**config.mk**
```make
export PLATFORM = sky130hd
export DESIGN_NAME = e203_exu_alu_rsltq
export DESIGN_NICKNAME = d
export VERILOG_FILES = /design/src/rtl/e203_exu_alu_rsltq.sv
export SDC_FILE = /design/constraint.sdc
export NUM_CORES = 1
export LEC_CHECK = 0
export BUFFER_PORTS_ARGS = -buffer_cell sky130_fd_sc_hd__buf_2
export CAP_MARGIN = 25
export CELL_PAD_IN_SITES_DETAIL_PLACEMENT = 0
export CELL_PAD_IN_SITES_GLOBAL_PLACEMENT = 1
export CORE_AREA = 2 2 154 156
export DETAILED_ROUTE_END_ITERATION = 8
export DIE_AREA = 0 0 156 158
export MAX_ROUTING_LAYER = met4
export PLACE_DENSITY = 0.6
export SYNTH_ARGS = -nofsm -noshare
export SYNTH_HDL_FRONTEND = slang
export SYNTH_SLANG_ARGS = --single-unit
```
**constraint.sdc**
```tcl
create_clock -name clk -period 2.3 [get_ports clk]
set_input_delay 0.23 -clock clk [delete_from_list [all_inputs] [get_ports clk]]
set_output_delay 0.23 -clock clk [all_outputs]
set_load 0.03 [all_outputs]
```
**src/rtl/e203_exu_alu_rsltq.sv**
```systemverilog
// ALU result queue: buffers ALU results (data, rd index, itag) in arrival
// order and presents the oldest one to the ALU write-back stage over a
// valid/ready handshake. Results that do not write the regfile are accepted
// and dropped. flush_req empties the queue in one cycle.

`ifndef E203_XLEN
`define E203_XLEN 32
`endif
`ifndef E203_RFIDX_WIDTH
`define E203_RFIDX_WIDTH 5
`endif
`ifndef E203_ITAG_WIDTH
`define E203_ITAG_WIDTH 4
`endif

module e203_exu_alu_rsltq #(
  parameter int DEPTH = 4,
  parameter int PTR_W = 2
) (
  input  logic                         clk,
  input  logic                         rst_n,

  input  logic                         alu_rslt_i_valid,
  output logic                         alu_rslt_i_ready,
  input  logic [`E203_XLEN-1:0]        alu_rslt_i_wdat,
  input  logic [`E203_RFIDX_WIDTH-1:0] alu_rslt_i_rdidx,
  input  logic [`E203_ITAG_WIDTH-1:0]  alu_rslt_i_itag,
  input  logic                         alu_rslt_i_rdwen,

  output logic                         x_alu_wbck_o_valid,
  input  logic                         x_alu_wbck_o_ready,
  output logic [`E203_XLEN-1:0]        x_alu_wbck_o_wdat,
  output logic [`E203_RFIDX_WIDTH-1:0] x_alu_wbck_o_rdidx,
  output logic [`E203_ITAG_WIDTH-1:0]  x_alu_wbck_o_itag,

  input  logic                         flush_req,
  output logic                         rsltq_empty,
  output logic                         rsltq_full,
  output logic [PTR_W:0]               rsltq_cnt
);

  localparam logic [PTR_W:0]   FULL_CNT = (PTR_W + 1)'(DEPTH);
  localparam logic [PTR_W-1:0] PTR_ONE  = PTR_W'(1);

  logic [`E203_XLEN-1:0]        r_wdat  [DEPTH];
  logic [`E203_RFIDX_WIDTH-1:0] r_rdidx [DEPTH];
  logic [`E203_ITAG_WIDTH-1:0]  r_itag  [DEPTH];

  logic [PTR_W-1:0] r_wptr;
  logic [PTR_W-1:0] r_rptr;
  logic [PTR_W:0]   r_cnt;

  logic w_enq;
  logic w_deq;

  // Status and handshakes; a full queue never passes a result straight through.
  assign rsltq_empty        = (r_cnt == '0);
  assign rsltq_full         = (r_cnt == FULL_CNT);
  assign rsltq_cnt          = r_cnt;
  assign alu_rslt_i_ready   = ~rsltq_full & ~flush_req;
  assign x_alu_wbck_o_valid = ~rsltq_empty;

  // rdwen=0 completes the input handshake but stores nothing.
  assign w_enq = alu_rslt_i_valid & alu_rslt_i_ready & alu_rslt_i_rdwen & ~flush_req;
  assign w_deq = x_alu_wbck_o_valid & x_alu_wbck_o_ready & ~flush_req;

  // Head entry is read straight out of storage, so it holds while stalled.
  assign x_alu_wbck_o_wdat  = r_wdat[r_rptr];
  assign x_alu_wbck_o_rdidx = r_rdidx[r_rptr];
  assign x_alu_wbck_o_itag  = r_itag[r_rptr];

  // Storage write at the write pointer on every enqueue.
  // NOTE: storage is reset here because the head payload must read 0 out of
  // reset; flush deliberately leaves it untouched, only pointers are cleared.
  always_ff @(posedge clk or negedge rst_n) begin
    if (!rst_n) begin
      for (int i = 0; i < DEPTH; i++) begin
        r_wdat[i]  <= '0;
        r_rdidx[i] <= '0;
        r_itag[i]  <= '0;
      end
    end else if (w_enq) begin
      r_wdat[r_wptr]  <= alu_rslt_i_wdat;
      r_rdidx[r_wptr] <= alu_rslt_i_rdidx;
      r_itag[r_wptr]  <= alu_rslt_i_itag;
    end
  end

  // Pointer and occupancy bookkeeping; flush overrides any handshake.
  // NOTE: non-blocking assignments keep every register sampling pre-edge
  // values, so the pointer and count updates cannot race each other.
  always_ff @(posedge clk or negedge rst_n) begin
    if (!rst_n) begin
      r_wptr <= '0;
      r_rptr <= '0;
      r_cnt  <= '0;
    end else if (flush_req) begin
      r_wptr <= '0;
      r_rptr <= '0;
      r_cnt  <= '0;
    end else begin
      if (w_enq) r_wptr <= r_wptr + PTR_ONE;
      if (w_deq) r_rptr <= r_rptr + PTR_ONE;
      case ({w_enq, w_deq})
        2'b10:   r_cnt <= r_cnt + 1'b1;
        2'b01:   r_cnt <= r_cnt - 1'b1;
        default: r_cnt <= r_cnt;
      endcase
    end
  end

endmodule

```
==> results of run 1 <==
## cell usage after synthesis
library cell,number,share of area
dfrtp_1,171,0.57
mux2_2,165,0.25
mux4_2,41,0.12
buf_2,20,0.013
clkbuf_1,7,0.0035
nand2_1,7,0.0035
nor2_1,7,0.0035
ha_1,4,0.0067
inv_1,3,0.0015
xor2_1,3,0.0035
nand2b_1,2,0.0017
nand3_1,2,0.0013
o21ai_0,2,0.0013
or3_1,2,0.0017
a211oi_2,1,0.0017
a21oi_1,1,0.00067
a31oi_1,1,0.00084
and2_1,1,0.00084
fa_1,1,0.0027
mux2i_1,1,0.0013
nor2b_1,1,0.00084
nor3_1,1,0.00067
nor4bb_1,1,0.0013
o21a_1,1,0.0010
o21bai_1,1,0.0010
o31ai_1,1,0.0010
xnor2_1,1,0.0012
## worst max path at each step
stage / endpoint / from / cells past startpoint
after floorplan: rsltq_cnt[2] / rsltq_cnt[0] / 7
after global placement: rsltq_cnt[2] / rsltq_cnt[1] / 7
after detailed placement: rsltq_cnt[2] / rsltq_cnt[1] / 7
after CTS: x_alu_wbck_o_itag[1] / r_rptr[0] / 3
after global routing: rsltq_cnt[2] / rsltq_cnt[1] / 7
final: x_alu_wbck_o_itag[1] / r_rptr[0] / 3
## flip-flops by register name, summed over array words and instances, names as in the netlist
signal	flops
r_wptr	2
r_rdidx	20
r_itag	16
r_rptr	2
r_wdat	128
rsltq_cnt	3
## critical path: cells and delay by family (launching register included)
family / cells / cell delay (ps)
mux: 1 / 580
buf+inv: 2 / 460
flops: 1 / 430
## logic make-up after synthesis
group | after synthesis
multiplexers | 207
flip-flops | 171
AO/OA/AOI/OAI | 8
AND/OR/NAND/NOR | 24
buffers and inverters | 30
XOR/XNOR | 4
adder cells (fa/ha/maj) | 5
## cell type report
| class | instances | area [um2] |
|---|---|---|
| Fill cell | 2112 | 13900 |
| Sequential cell | 171 | 4280 |
| Multi-Input combinational cell | 248 | 3080 |
| Timing Repair Buffer | 113 | 763 |
| Clock buffer | 20 | 437 |
| Tap cell | 290 | 363 |
| Clock inverter | 12 | 165 |
| Inverter | 3 | 11.3 |
| Antenna cell | 2 | 5.00 |
## routing by layer
metal	vias to the layer above	GRT usage
met2	75	0.233
met3	9	0.0389
met4	0	0.0398
met1	2248	0.183
li1	1892	-
met5	-	-
## per-stage QoR
step | hold WS, ps | utilization
3_5_place_dp | 181 | 0.368
6_report | 77.4 | 0.395
4_1_cts | 55.5 | 0.395
2_1_floorplan | -65.6 | -
3_3_place_gp | 176 | 0.368
5_1_grt | 63.9 | 0.395
## what timing repair did
item,CTS,global route
endpoints found under the hold margin,41,0
resized for setup,0,1
endpoints found under the setup margin,0,2
hold buffers,1,0
## power by group through the flow
stage / sequential [mW] / combinational, mW / clock [mW]
global route: 4.13 / 3.24 / 3.16
floorplan: 3.98 / 2.27 / 0
global placement: 4.03 / 3.01 / 0
detailed placement: 4.10 / 3.06 / 0
CTS: 4.04 / 3.07 / 3.02
finish: 4.04 / 3.01 / 2.93
==> metrics, run 1 <==
run status finished clean; Crit path required time 2070 ps; All-Layer GR Usage 0.145; R2R Path Start rsltq_cnt[1]; FMAX 471 MHz; skew final 10.2 ps; Seq/Total Area, Yosys 0.572; R2R Setup Slk 180 ps; Ports 95; highest metal used met4; WHS Path Cells 2; Worst Reg-to-Reg Cells 7; Sw Ratio 0.315; Detail Route Antenna Nets 0; Crit. End Element output port; synth warn 0; Slew Limit Fails 0; Cell variety after synth 27; die area 24600 um2; pwr dens 1100 nW/um2; Post-Place Setup Slack 181 ps; die height 158 um; crit share post-route 0.923; commonest non-fill, non-tap cell in the layout dfrtp_1; Worst Hold End r_rdidx[7]; non-filler cells, final 859; Final nets 606; via count 4224; crit path max fanout 16; Post-Synth XOR/XNOR Area 0.00468; CTS tree done; Max Cap Viol 0; Max Root-Sink Buffers 2; Post-Syn Nets 501; FP Rows 56; dpl cell area 8490 um2; worst skew pair latency 420 ps; CTS root buffer clkbuf_16; post-synthesis mux area share 0.373; LEAKAGE 4.23 nW; Worst R2R End rsltq_cnt[2]; share of cells above drive strength 1 0.626; pin count of the biggest net entering global routing 50; final worst slack 176 ps; HPWL after DPL 10.5 mm; initial antenna violation count 2; slowest cell delay on critical path 580 ps; Clock power frac 0.294; Metal-1 WL 7.44 mm; clock sinks 171; cell count after placement 824; Final setup violation count 0; Synth Area in Simple Gates 0.0154; Worst EP arrival 1890 ps; core area 23100 um2; largest family of logic cells by synthesized area multiplexers; relative slew slack 0.696; Remaining DRCs 0; DR iter-0 viols 183; first-pass GRT wire length 26.2 mm; vias in the first global route 4768; routed len/inst 19.1 um; clock-pin transition on the worst setup and hold timing paths 70 ps; DR pass1 iterations 4; Vias/cell 4.92; endpoints failing hold 0; Mean Syn Cell Area 16.7 um2; Worst setup SP type register; worst slew pin tran 456 ps; Layout area overhead 21.7%; post-synthesis register bit count 171; net switching power 3.15 mW; TritonCTS buffer count 17; met2 WL 8.19 mm; Final TNS setup 0 ps; post-synthesis compound-gate area fraction 0.00752; H-tree level count 4; input/output buffers 94; synthesized area 7480 um2; combinational power share 0.301; initial core utilization 0.325; Post-CTS Setup Repair Bufs 0; Cells after Synth 449; crit path time final 2120 ps; Cell Chain, Critical Path buf_6, mux4_2, buf_2; remaining global-route overflow 0; Worst Hold Class in2reg; Pwr Total 9.98 mW; Final Instance Area 9110 um2; critical path type reg2out; most frequent cells in the layout dfrtp_1 (169), mux2_2 (165), buf_2 (93), mux4_2 (41), clkbuf_16 (17); CP max-delay cell mux4_2; routability cong. 0.707; Flop pwr share 0.405; Routed WL 16.4 mm; met3 WL post-DR 637 um; VDD IR max 0.000428 V; Die W 156 um; Hold Path Origin alu_rslt_i_rdidx[2]; RSZ-0062 raised after global routing false; Pint 6.84 mW; Post-Synth Adder-Cell Area 0.00936
Note: power is estimated with default switching activity, not from simulation.
==> run 2, diff against run 1 <==
--- a/config.mk
+++ b/config.mk
@@ -14,6 +14,7 @@
 export DIE_AREA = 0 0 156 158
 export MAX_ROUTING_LAYER = met4
 export PLACE_DENSITY = 0.6
+export REMOVE_ABC_BUFFERS = 1
 export SYNTH_ARGS = -nofsm -noshare
 export SYNTH_HDL_FRONTEND = slang
 export SYNTH_SLANG_ARGS = --single-unit
==> run 2 against run 1 <==
Total power rose by 0.76%. Hold slack got worse by 1.5 ps. Sequential share of layout area fell by 0.096 points. Sequential cell count did not move. Setup slack got worse by 34 ps. Combinational power barely moved. Cell count rose by 0.12%. Critical endpoint is now x_alu_wbck_o_itag[0]. Count of clock-buffer cells in the layout fell by 1. Critical path type unchanged. Largest cell class unchanged.
==> metrics, run 2 (synthesized netlist as in run 1, its figures left out) <==
run status finished clean; die height 158 um (unchanged); CTS tree done; TritonCTS buffer count 17 (unchanged); endpoints failing hold 0 (unchanged); pin count of the biggest net entering global routing 71 (+42%); crit share post-route 0.938 (+0.0147); All-Layer GR Usage 0.143 (-0.00213); Final setup violation count 0 (unchanged); CP Buf/Inv Count 2 (unchanged); Core Util, Final 0.396 (+0.000923); Clock power frac 0.299 (+0.005); worst skew pair latency 430 ps (about the same); Layout area overhead 22.0%; routed len/inst 18.6 um (-2.6%); cell class contributing the biggest share of worst-path delay multiplexers; Max Cap Viol 0 (unchanged); Worst Hold Class in2reg; FMAX 463 MHz (-1.6%); net switching power 3.17 mW (+0.88%); met1 Track Usage GR 0.173 (-0.0100); Vias/cell 4.93 (+0.19%); share of cells above drive strength 1 0.633 (+0.00641); non-filler cells, final 860 (+0.12%); Detail Route Antenna Nets 0 (unchanged); crit path time final 2160 ps (+33.9 ps); RSZ-0062 raised after global routing false; Max Root-Sink Buffers 2 (unchanged); initial antenna violation count 4 (+2); worst slew pin tran 674 ps (+218 ps); Setup crit start r_rptr[0]; Worst setup SP type register; VDD IR max 0.000382 V (-11%); skew final 13.0 ps (+2.82 ps); crit path max fanout 25 (+9); Remaining DRCs 0 (unchanged); pwr dens 1100 nW/um2 (+0.52%); R2R Setup Slk 170 ps (about the same); CTS root buffer clkbuf_16; Final nets 605 (-0.17%); R2R Path Start rsltq_cnt[1]; max reg flops 128 (unchanged); CP max-delay cell mux4_2; combinational power share 0.299 (-0.002); Crit. End Element output port; busiest grt layer met2; Worst EP arrival 1930 ps (+40 ps); DR pass1 iterations 4 (unchanged); die area 24600 um2 (unchanged); cell count after placement 823 (-0.12%); initial core utilization 0.325 (unchanged); clock-pin transition on the worst setup and hold timing paths 70 ps (about the same); first-pass GRT wire length 25.8 mm (-1.3%); Crit path required time 2070 ps (about the same); grt met3 use 0.0356 (-0.00328); DR iter-0 viols 144 (-21%); Final TNS setup 0 ps (unchanged); clock sinks 171 (unchanged); Flop pwr share 0.402 (-0.003); Hold Path Origin alu_rslt_i_wdat[16]; commonest non-fill, non-tap cell in the layout dfrtp_1; remaining global-route overflow 0 (unchanged); Slew Limit Fails 0 (unchanged); relative slew slack 0.551 (-0.145); most frequent cells in the layout dfrtp_1 (168), mux2_2 (165), buf_2 (93), mux4_2 (41), clkbuf_16 (17); vias in the first global route 4733 (-0.73%); H-tree level count 4 (unchanged); Ports 95 (unchanged); HPWL after DPL 10.5 mm (-0.55%); LEAKAGE 4.25 nW (+0.38%); largest registers r_wdat x128, r_rdidx x20, r_itag x16; grt met2 use 0.237 (+0.00421); Sw Ratio 0.315 (+0.000366); Most flops, register r_wdat; FP Rows 56 (unchanged); Routed WL 16.0 mm (-2.5%); input/output buffers 94 (unchanged); via count 4237 (+0.31%); critical path type reg2out; routability cong. 0.736 (+4.0%); Pwr Total 10.1 mW (+0.76%); Die W 156 um (unchanged); core area 23100 um2 (unchanged); Cell Chain, Critical Path buf_12, mux4_2, buf_2; Pint 6.88 mW (+0.70%); slowest cell delay on critical path 590 ps (about the same)
[run 2: cell count changes in the layout (fill, tap and decap cells not counted), moves of 2 or more]
cell	change
clkinvlp_4	-2
clkbuf_1	-2
inv_8	+2
diode_2	+2
[run 2: per-layer routing]
layer,part of all wire,vias up
li1,-,1886
met1,0.43,2262
met2,0.51,75
met3,0.042,14
met4,0.015,0
met5,0,-
[run 2: final cells by class]
class                           count  area, um2
Antenna cell                        4       10.0
Sequential cell                   171       4290
Timing Repair Buffer              112        752
Clock inverter                     13        181
Inverter                            3       11.3
Fill cell                        2163      13900
Multi-Input combinational cell    248       3090
Clock buffer                       19        443
Tap cell                          290        363
[run 2: through the flow]
step / setup WS [ps] / hold WS, ps / cell area (um2)
after floorplan: -441 / -65.6 / 7360
final: 142 / 75.9 / 9130
after CTS: 111 / 58.6 / 9110
after global routing: 29.4 / 64.3 / 9130
after global placement: 210 / 292 / 8480
after detailed placement: 167 / 302 / 8480
[run 2: path summary, 6_finish.rpt]
| kind | endpoint | cells past startpoint |
|---|---|---|
| worst min register to register | r_rdidx[15] | 1 |
| worst min-delay path | r_wdat[112] | 2 |
| worst max register to register | rsltq_cnt[2] | 7 |
| worst max-delay path | x_alu_wbck_o_itag[0] | 3 |
| min in group asynchronous | r_wdat[87] | 2 |
| max in group asynchronous | r_wdat[64] | 3 |
[run 2: power groups by stage]
stage          clock network, mW  logic [mW]  registers [mW]
4_1_cts                     3.10        3.07            4.05
6_report                    3.00        3.01            4.05
3_3_place_gp                   0        3.01            4.03
3_5_place_dp                   0        3.06            4.10
5_1_grt                     3.24        3.23            4.14
2_1_floorplan                  0        2.14            4.09
[run 2: what timing repair did]
item	in CTS	in global routing
hold buffers	1	0
hold endpoints to repair	67	0
endpoints found under the setup margin	0	1
buffers inserted	0	0
resized for setup	0	3
